## config.mk

```make
export PLATFORM = sky130hd
export DESIGN_NAME = sample_search_ctrl_flat
export DESIGN_NICKNAME = d
export VERILOG_FILES = /design/src/rtl/sample_search_ctrl_if.sv /design/src/rtl/sample_search_ctrl.sv /design/src/flat_wrapper.sv
export SDC_FILE = /design/constraint.sdc
export NUM_CORES = 1
export LEC_CHECK = 0
export CORE_MARGIN = 2
export CORE_UTILIZATION = 47
export CTS_CLUSTER_DIAMETER = 40
export DETAILED_ROUTE_END_ITERATION = 8
export GPL_TIMING_DRIVEN = 0
export PLACE_DENSITY = 0.77
export RECOVER_POWER = 25
export SLEW_MARGIN = 20
export SYNTH_ARGS = -nofsm -noshare
export SYNTH_HDL_FRONTEND = slang
export SYNTH_SLANG_ARGS = --single-unit
```

## constraint.sdc

```tcl
create_clock -name clk -period 7.55 [get_ports clk]
set_clock_uncertainty 0.15 [all_clocks]
set_input_delay 1.1325 -clock clk [delete_from_list [all_inputs] [get_ports clk]]
set_output_delay 1.1325 -clock clk [all_outputs]
set_load 0.01 [all_outputs]
```

## src/rtl/sample_search_ctrl_if.sv

```systemverilog
// sample_search_ctrl_if: control, checker and sample handshake bundle for the search sequencer
interface sample_search_ctrl_if #(
  parameter int CAND_W = 64,
  parameter int TRY_W  = 16
);
  logic              start;
  logic              seed_load;
  logic [CAND_W-1:0] seed;
  logic [TRY_W-1:0]  max_tries;
  logic [CAND_W-1:0] cand_data;
  logic              cand_valid;
  logic              chk_sat;
  logic [CAND_W-1:0] sample_data;
  logic              sample_valid;
  logic              sample_ready;
  logic              busy;
  logic              done;
  logic              fail;
  logic [TRY_W-1:0]  tries;
  modport master (
    input  start, seed_load, seed, max_tries, chk_sat, sample_ready,
    output cand_data, cand_valid, sample_data, sample_valid, busy, done, fail, tries
  );
  modport slave (
    output start, seed_load, seed, max_tries, chk_sat, sample_ready,
    input  cand_data, cand_valid, sample_data, sample_valid, busy, done, fail, tries
  );
endinterface

```

## src/rtl/sample_search_ctrl.sv

```systemverilog
// sample_search_ctrl: LFSR candidate generator that searches for a vector satisfying an external checker
module sample_search_ctrl #(
  parameter int                CAND_W  = 64,
  parameter logic [CAND_W-1:0] POLY    = 64'hD800_0000_0000_0000,
  parameter int                CHK_LAT = 1,
  parameter int                TRY_W   = 16
) (
  input logic clk,
  input logic rst,
  sample_search_ctrl_if.master bus
);
  typedef enum logic [1:0] {IDLE, GEN, WAIT, HOLD} state_t;
  localparam logic [3:0] LAT = 4'(CHK_LAT);
  state_t            state;
  logic [CAND_W-1:0] lfsr;
  logic [CAND_W-1:0] seed_fix;
  logic [CAND_W-1:0] nxt;
  logic [3:0]        cnt;
  logic [TRY_W-1:0]  limit;
  logic [TRY_W-1:0]  tries_n;
  logic              done_r;
  logic              sample_pt;
  logic              give_up;
  logic              accept;
  function automatic logic [CAND_W-1:0] step(input logic [CAND_W-1:0] s);
    return (s >> 1) ^ (s[0] ? POLY : '0);
  endfunction
  // next candidate (a same-cycle seed load feeds the first step), decision point and handshake terms
  always_comb begin
    seed_fix  = (bus.seed == '0) ? CAND_W'(1) : bus.seed;
    nxt       = step((state == IDLE && bus.seed_load) ? seed_fix : lfsr);
    sample_pt = (state == GEN && LAT == 4'd0) || (state == WAIT && cnt == 4'd1);
    tries_n   = (&bus.tries) ? bus.tries : bus.tries + TRY_W'(1);
    give_up   = (limit != '0) && (tries_n == limit);
    accept    = (state == HOLD) && bus.sample_valid && bus.sample_ready;
  end
  // done covers both the registered give-up pulse and the live accept cycle; fail only ever rides the former
  assign bus.done = done_r | accept;
  assign bus.fail = done_r;
  // search sequencer: candidate issue, latency wait, decision and sample hold
  always_ff @(posedge clk or posedge rst) begin
    if (rst) begin
      state            <= IDLE;
      lfsr             <= CAND_W'(1);
      cnt              <= '0;
      limit            <= '0;
      done_r           <= 1'b0;
      bus.cand_data    <= '0;
      bus.cand_valid   <= 1'b0;
      bus.sample_data  <= '0;
      bus.sample_valid <= 1'b0;
      bus.busy         <= 1'b0;
      bus.tries        <= '0;
    end else begin
      bus.cand_valid <= 1'b0;
      done_r         <= 1'b0;
      case (state)
        IDLE: begin
          if (bus.seed_load) lfsr <= seed_fix;
          if (bus.start) begin
            bus.tries      <= '0;
            limit          <= bus.max_tries;
            bus.busy       <= 1'b1;
            lfsr           <= nxt;
            bus.cand_data  <= nxt;
            bus.cand_valid <= 1'b1;
            state          <= GEN;
          end
        end
        GEN, WAIT: begin
          cnt <= (state == GEN) ? LAT : cnt - 4'd1;
          if (state == GEN && LAT != 4'd0) state <= WAIT;
          if (sample_pt) begin
            if (bus.chk_sat) begin
              bus.sample_data  <= bus.cand_data;
              bus.sample_valid <= 1'b1;
              state            <= HOLD;
            end else begin
              bus.tries <= tries_n;
              if (give_up) begin
                done_r   <= 1'b1;
                bus.busy <= 1'b0;
                state    <= IDLE;
              end else begin
                lfsr           <= nxt;
                bus.cand_data  <= nxt;
                bus.cand_valid <= 1'b1;
                state          <= GEN;
              end
            end
          end
        end
        HOLD: begin
          if (accept) begin
            bus.sample_valid <= 1'b0;
            bus.busy         <= 1'b0;
            state            <= IDLE;
          end
        end
      endcase
    end
  end
endmodule
```

## src/flat_wrapper.sv

```systemverilog
// flat-port wrapper written by rule: the top's interface ports become plain ports
module sample_search_ctrl_flat 
#(
  parameter int                CAND_W  = 64,
  parameter logic [CAND_W-1:0] POLY    = 64'hD800_0000_0000_0000,
  parameter int                CHK_LAT = 1,
  parameter int                TRY_W   = 16
)
  (clk, rst, bus_start, bus_seed_load, bus_seed, bus_max_tries, bus_chk_sat, bus_sample_ready, bus_cand_data, bus_cand_valid, bus_sample_data, bus_sample_valid, bus_busy, bus_done, bus_fail, bus_tries);
  sample_search_ctrl_if #(.CAND_W(CAND_W), .TRY_W(TRY_W)) bus_i ();
  input logic clk;
  input logic rst;
  input wire logic [$bits(bus_i.start)-1:0] bus_start;
  input wire logic [$bits(bus_i.seed_load)-1:0] bus_seed_load;
  input wire logic [$bits(bus_i.seed)-1:0] bus_seed;
  input wire logic [$bits(bus_i.max_tries)-1:0] bus_max_tries;
  input wire logic [$bits(bus_i.chk_sat)-1:0] bus_chk_sat;
  input wire logic [$bits(bus_i.sample_ready)-1:0] bus_sample_ready;
  output wire logic [$bits(bus_i.cand_data)-1:0] bus_cand_data;
  output wire logic [$bits(bus_i.cand_valid)-1:0] bus_cand_valid;
  output wire logic [$bits(bus_i.sample_data)-1:0] bus_sample_data;
  output wire logic [$bits(bus_i.sample_valid)-1:0] bus_sample_valid;
  output wire logic [$bits(bus_i.busy)-1:0] bus_busy;
  output wire logic [$bits(bus_i.done)-1:0] bus_done;
  output wire logic [$bits(bus_i.fail)-1:0] bus_fail;
  output wire logic [$bits(bus_i.tries)-1:0] bus_tries;
  assign bus_i.start = bus_start;
  assign bus_i.seed_load = bus_seed_load;
  assign bus_i.seed = bus_seed;
  assign bus_i.max_tries = bus_max_tries;
  assign bus_i.chk_sat = bus_chk_sat;
  assign bus_i.sample_ready = bus_sample_ready;
  assign bus_cand_data = bus_i.cand_data;
  assign bus_cand_valid = bus_i.cand_valid;
  assign bus_sample_data = bus_i.sample_data;
  assign bus_sample_valid = bus_i.sample_valid;
  assign bus_busy = bus_i.busy;
  assign bus_done = bus_i.done;
  assign bus_fail = bus_i.fail;
  assign bus_tries = bus_i.tries;
  sample_search_ctrl #(.CAND_W(CAND_W), .POLY(POLY), .CHK_LAT(CHK_LAT), .TRY_W(TRY_W)) u_core (.clk(clk), .rst(rst), .bus(bus_i));
endmodule
```

After elaboration in Yosys (flattened, before gate mapping). Cells that the tools add are included.

Bitwise gates (word level): 2. Equality and inequality tests: 14. Reductions and logical operators: 20. Multiplexer cells: 42. Add/sub/neg operators: 2.

Operator list (number): $mux 64 (9); $pmux 64 s2 (2); $logic_not 64->1 (1); $mux 16 (4); $xor 63x64->64 (1); $pmux 16 s2 (1); $add 16x1->16 const B (1); $eq 16x16->1 (1); $mux 1 (16); $reduce_and 16->1 (1); $reduce_bool 16->1 (1); $reduce_and 5->1 (3); $mux 2 (5); $ne 2x2->1 const B (4); $reduce_and 4->1 (2); $ne 2x1->1 const B (3); $pmux 2 s3 (1); $reduce_and 3->1 (2); $logic_and 1x1->1 (5); $eq 2x2->1 const B (2); $eq 4x1->1 const B (1); $mux 4 (1); $pmux 1 s2 (2); $reduce_bool 2->1 (2); 9 further kinds (9).

Output and inout bits: 149. Logic and storage cells: 91. Register bits: 234. Input port bits: 86.

Logic depth before layout (Yosys ltp).
Word-level depth: 9. Mapped depth: 12. Mapped depth without buffers: 10.

Worst setup path after synthesis. Ideal clock, no wire load.

Kind: register to register. Start point: reg u_core.bus.tries[0]. End point: reg u_core.bus.cand_data[42]. Stages on the path, launching flop included: 13. Clock period less this slack: 3252 ps. Arrival time: 2977 ps. Path slack: 4298 ps. Setup time: 125 ps. Path buffers: 3. Required time: 7275 ps. Path through: dfrtp_1 > ha_1 > and4_1 > buf_2 > nand3_2 > or4b_4 > xnor2_1 > nand4_1 > nor4_4 > a21oi_1 > buf_2 > buf_6 > mux2_4.

Cells in the longest elaborated chain, start to end: 6. Elaborated cells between the ends (all ways): 7. Those cells by class: add/sub: 1; eq/ne: 2; mux: 1; reduce/logical: 3.

RTL lines: start, declared (RTL line sample_search_ctrl_if.sv:22) `output cand_data, cand_valid, sample_data, sample_valid, busy, done, fail, tries`; start signal, assigned (RTL line sample_search_ctrl.sv:79) `bus.tries <= tries_n;`; $add 16x1->16 or $reduce_and 16->1 (tied branches) (RTL line sample_search_ctrl.sv:33) `tries_n = (&bus.tries) ? bus.tries : bus.tries + TRY_W'(1);`; $mux 16 (*) (RTL line sample_search_ctrl.sv:33); $eq 16x16->1 (*) (RTL line sample_search_ctrl.sv:34) `give_up = (limit != '0) && (tries_n == limit);`; $logic_and 1x1->1 (*) (RTL line sample_search_ctrl.sv:34); $ne 2x2->1 (no line) (*); $reduce_and 5->1 (no line) (*); end signal, assigned (RTL line sample_search_ctrl.sv:65) `bus.cand_data <= nxt;`; end signal, assigned (RTL line sample_search_ctrl.sv:86) `bus.cand_data <= nxt;`; end, declared (RTL line sample_search_ctrl_if.sv:22).

Every way passes the cells marked *; elsewhere a longest branch is shown, timed or not. A chain may end at the register's enable or synchronous reset.

==> reports/metrics.csv <==
metric,value,unit
row_count,57,
final_cell_mix,"233 x clkdlybuf4s50_1, 233 x dfrtp_1, 133 x mux2i_1, 127 x nand2_1, 113 x o21ai_0",
min_to,u_core.bus.sample_data[1]$_DFFE_PP0P_,
slew_violations,99,
clk_pin_slew_worst_paths,50,ps
core_area,24500,µm²
reg2reg_slack,3540,ps
synth_cell_types,57,
htree_levels,2,
cts_tree,built,
cts-resized-gates,0,
grt_max_degree,35,
cts_sinks,234,
ant_nets,0,
grt_pass1_wl,52600,µm
vias_per_cell,5.45,
worst_pin_slew,1870,ps
setup_tns,0,ps
grt_use_met1,0.339,
setup_ws,3000,ps
postCtsHoldBufs,0,
ys_warn_count,0,
outcome,finished with violations,
initial_utilization,0.480,
n_antenna_cell,0,
post-cts-setup-buffer-count,0,
drt_iter0_markers,690,
violations,"max-capacitance violations, max-slew violations",
areaGrowthSynthToFinish,35.1,%
whs_path_depth,2,
clock_path_buffers,3,
use_met3,0.0498,
cp.required,8040,ps
powerDensity,491,nW/µm²
cts_root_buffer,clkbuf_16,
total_power,7.79,mW
final_layout_size_suffix_gt1_frac,0.159,
ys.flop_type,dfrtp_1,
first_pass_iters,5,
rr_endpoint,u_core.bus.cand_data[51]$_DFFE_PP0P_,
crit_fanout,34,
hold_start,u_core.bus.sample_data[1]$_DFFE_PP0P_,
gp_congestion,0.860,
die_w,162,µm
critical_path_class,input pin to asynchronous set/reset pin,
gr-total-overflow,0,
yosysSeqAreaShare,0.498,
grt_pass1_vias,9477,
cp-end-kind,asynchronous set/reset pin,
antenna_found_initial,0,
p_leak,7.31,nW
rsz0062_at_grt,no,
synth-edff-count,0,
synthCells,1055,
layout.nets,1430,
period_share,0.603,
hold_path_class,register to register,
track_usage,0.254,
hold_violations,0,
ir_drop,0.244,mV
critPathLaunchType,input pin,
port_buffers,234,
ys_async_sr_fraction,1.00,
syn_nets,1150,
pre_cts_ws,3040,ps
fp.dieArea,26300,µm²
vias,9183,
pin_count,235,
reg2reg_depth,11,
ys_seq_elements,234,
n_fill_cell,1899,
cap_violations,3,
routedWlPerCell,19.7,µm
relSlewSlack,-0.245,
clock.fmax,220,MHz
die_h,162,µm
cts_buffers,36,
worstSkewPairLatency,520,ps
synthesis.area,11800,µm²
setup_viol,0,
routed_wl,33200,µm
met2_usage,0.415,
fin_crit,4550,ps
drcViolationCount,0,
critPathArrivalTime,5040,ps
r2r_start,u_core.bus.tries[0]$_DFFE_PP0P_,
syn_avg_cell_area,11.1,µm²
dpl.hpwl,24400,µm
gr-max-usage-layer,met2,
==> state kept, by name, summed over array words and instances (netlist names) <==
signal,cells
u_core.bus.sample_data,64
u_core.cnt,4
u_core.bus.cand_valid,1
u_core.state,2
u_core.bus.sample_valid,1
u_core.lfsr,64
u_core.bus.cand_data,64
u_core.bus.busy,1
u_core.bus.fail,1
u_core.bus.tries,16
u_core.limit,16
==> through the flow <==
stage	instance area, µm²	hold slack (ps)	std cells	utilization
CTS	15900	329	1684	0.651
detailed placement	14700	319	1621	0.600
global route	15900	341	1684	0.649
finish	15900	323	1684	0.649
global placement	14500	310	1613	0.593
floorplan	11800	322	1055	-
==> cells by family (layout without fill, tap and decap cells) <==
| family | Yosys count | in the layout | synth area share |
|---|---|---|---|
| DFF | 234 | 234 | 0.498 |
| adders and majority gates | 9 | 9 | 0.00958 |
| xor gates and xnor gates | 27 | 27 | 0.0201 |
| AOI/OAI and AO/OA | 168 | 168 | 0.0781 |
| buffers and inverters | 138 | 443 | 0.0524 |
| and+or+nand+nor | 231 | 231 | 0.100 |
| muxes | 248 | 248 | 0.241 |
==> layer usage <==
layer / up-vias / wire [µm]
li1: 4253 / -
met1: 4582 / 14200
met2: 284 / 15900
met3: 64 / 2060
met4: 0 / 1030
met5: - / 0
==> synth_stat cells (6+ instances only) <==
cell | n | area, µm²
a21oi_1 | 27 | 135
buf_2 | 12 | 60.1
buf_6 | 10 | 113
clkbuf_1 | 35 | 131
dfrtp_1 | 233 | 5830
ha_1 | 9 | 113
inv_1 | 75 | 282
mux2_2 | 58 | 653
mux2_4 | 56 | 841
mux2i_1 | 133 | 1330
nand2_1 | 127 | 477
nand3_1 | 11 | 55.1
nand4_1 | 13 | 81.3
nor2_1 | 13 | 48.8
nor4_1 | 23 | 144
o21ai_0 | 113 | 566
o31ai_1 | 6 | 45.0
xnor2_1 | 21 | 184
xor2_1 | 6 | 52.6
==> final cells by class <==
cell class	instances	area (µm²)	share of cell area
Timing Repair Buffer	242	2460	0.155
Buffer	63	334	0.0210
Tap cell	324	405	0.0255
Clock buffer	48	1060	0.0667
Multi-Input combinational cell	683	5280	0.333
Sequential cell	234	5860	0.369
Clock inverter	15	195	0.0123
Inverter	75	285	0.0180
==> power breakdown <==
part	internal, mW	leakage [nW]	switching [mW]
sequential	1.87	2.86	0.377
clock	1.12	0.618	0.590
combinational	2.01	3.84	1.82
==> worst max-delay path by stage <==
stage | start | to | slack (ps) | depth (start not counted)
final | rst | u_core.lfsr[0]$_DFFE_PP1P_ | 3000 | 6
after floorplan | rst | u_core.bus.busy$_DFFE_PP0P_ | 3200 | 1
after CTS | bus_seed[32] | u_core.lfsr[62]$_DFFE_PP0P_ | 3560 | 8
after global routing | rst | u_core.lfsr[0]$_DFFE_PP1P_ | 2400 | 6
after detailed placement | bus_seed[32] | u_core.lfsr[62]$_DFFE_PP0P_ | 3040 | 8
after global placement | rst | u_core.bus.sample_data[15]$_DFFE_PP0P_ | 1370 | 2
==> critical path, cell delays in order <==
cell	delay, ps
dlygate4sd3_1	570
clkinvlp_4	70
clkbuf_1	1250
clkbuf_1	1430
buf_12	310
buf_12	240
Note: power is estimated with default switching activity, not from simulation.
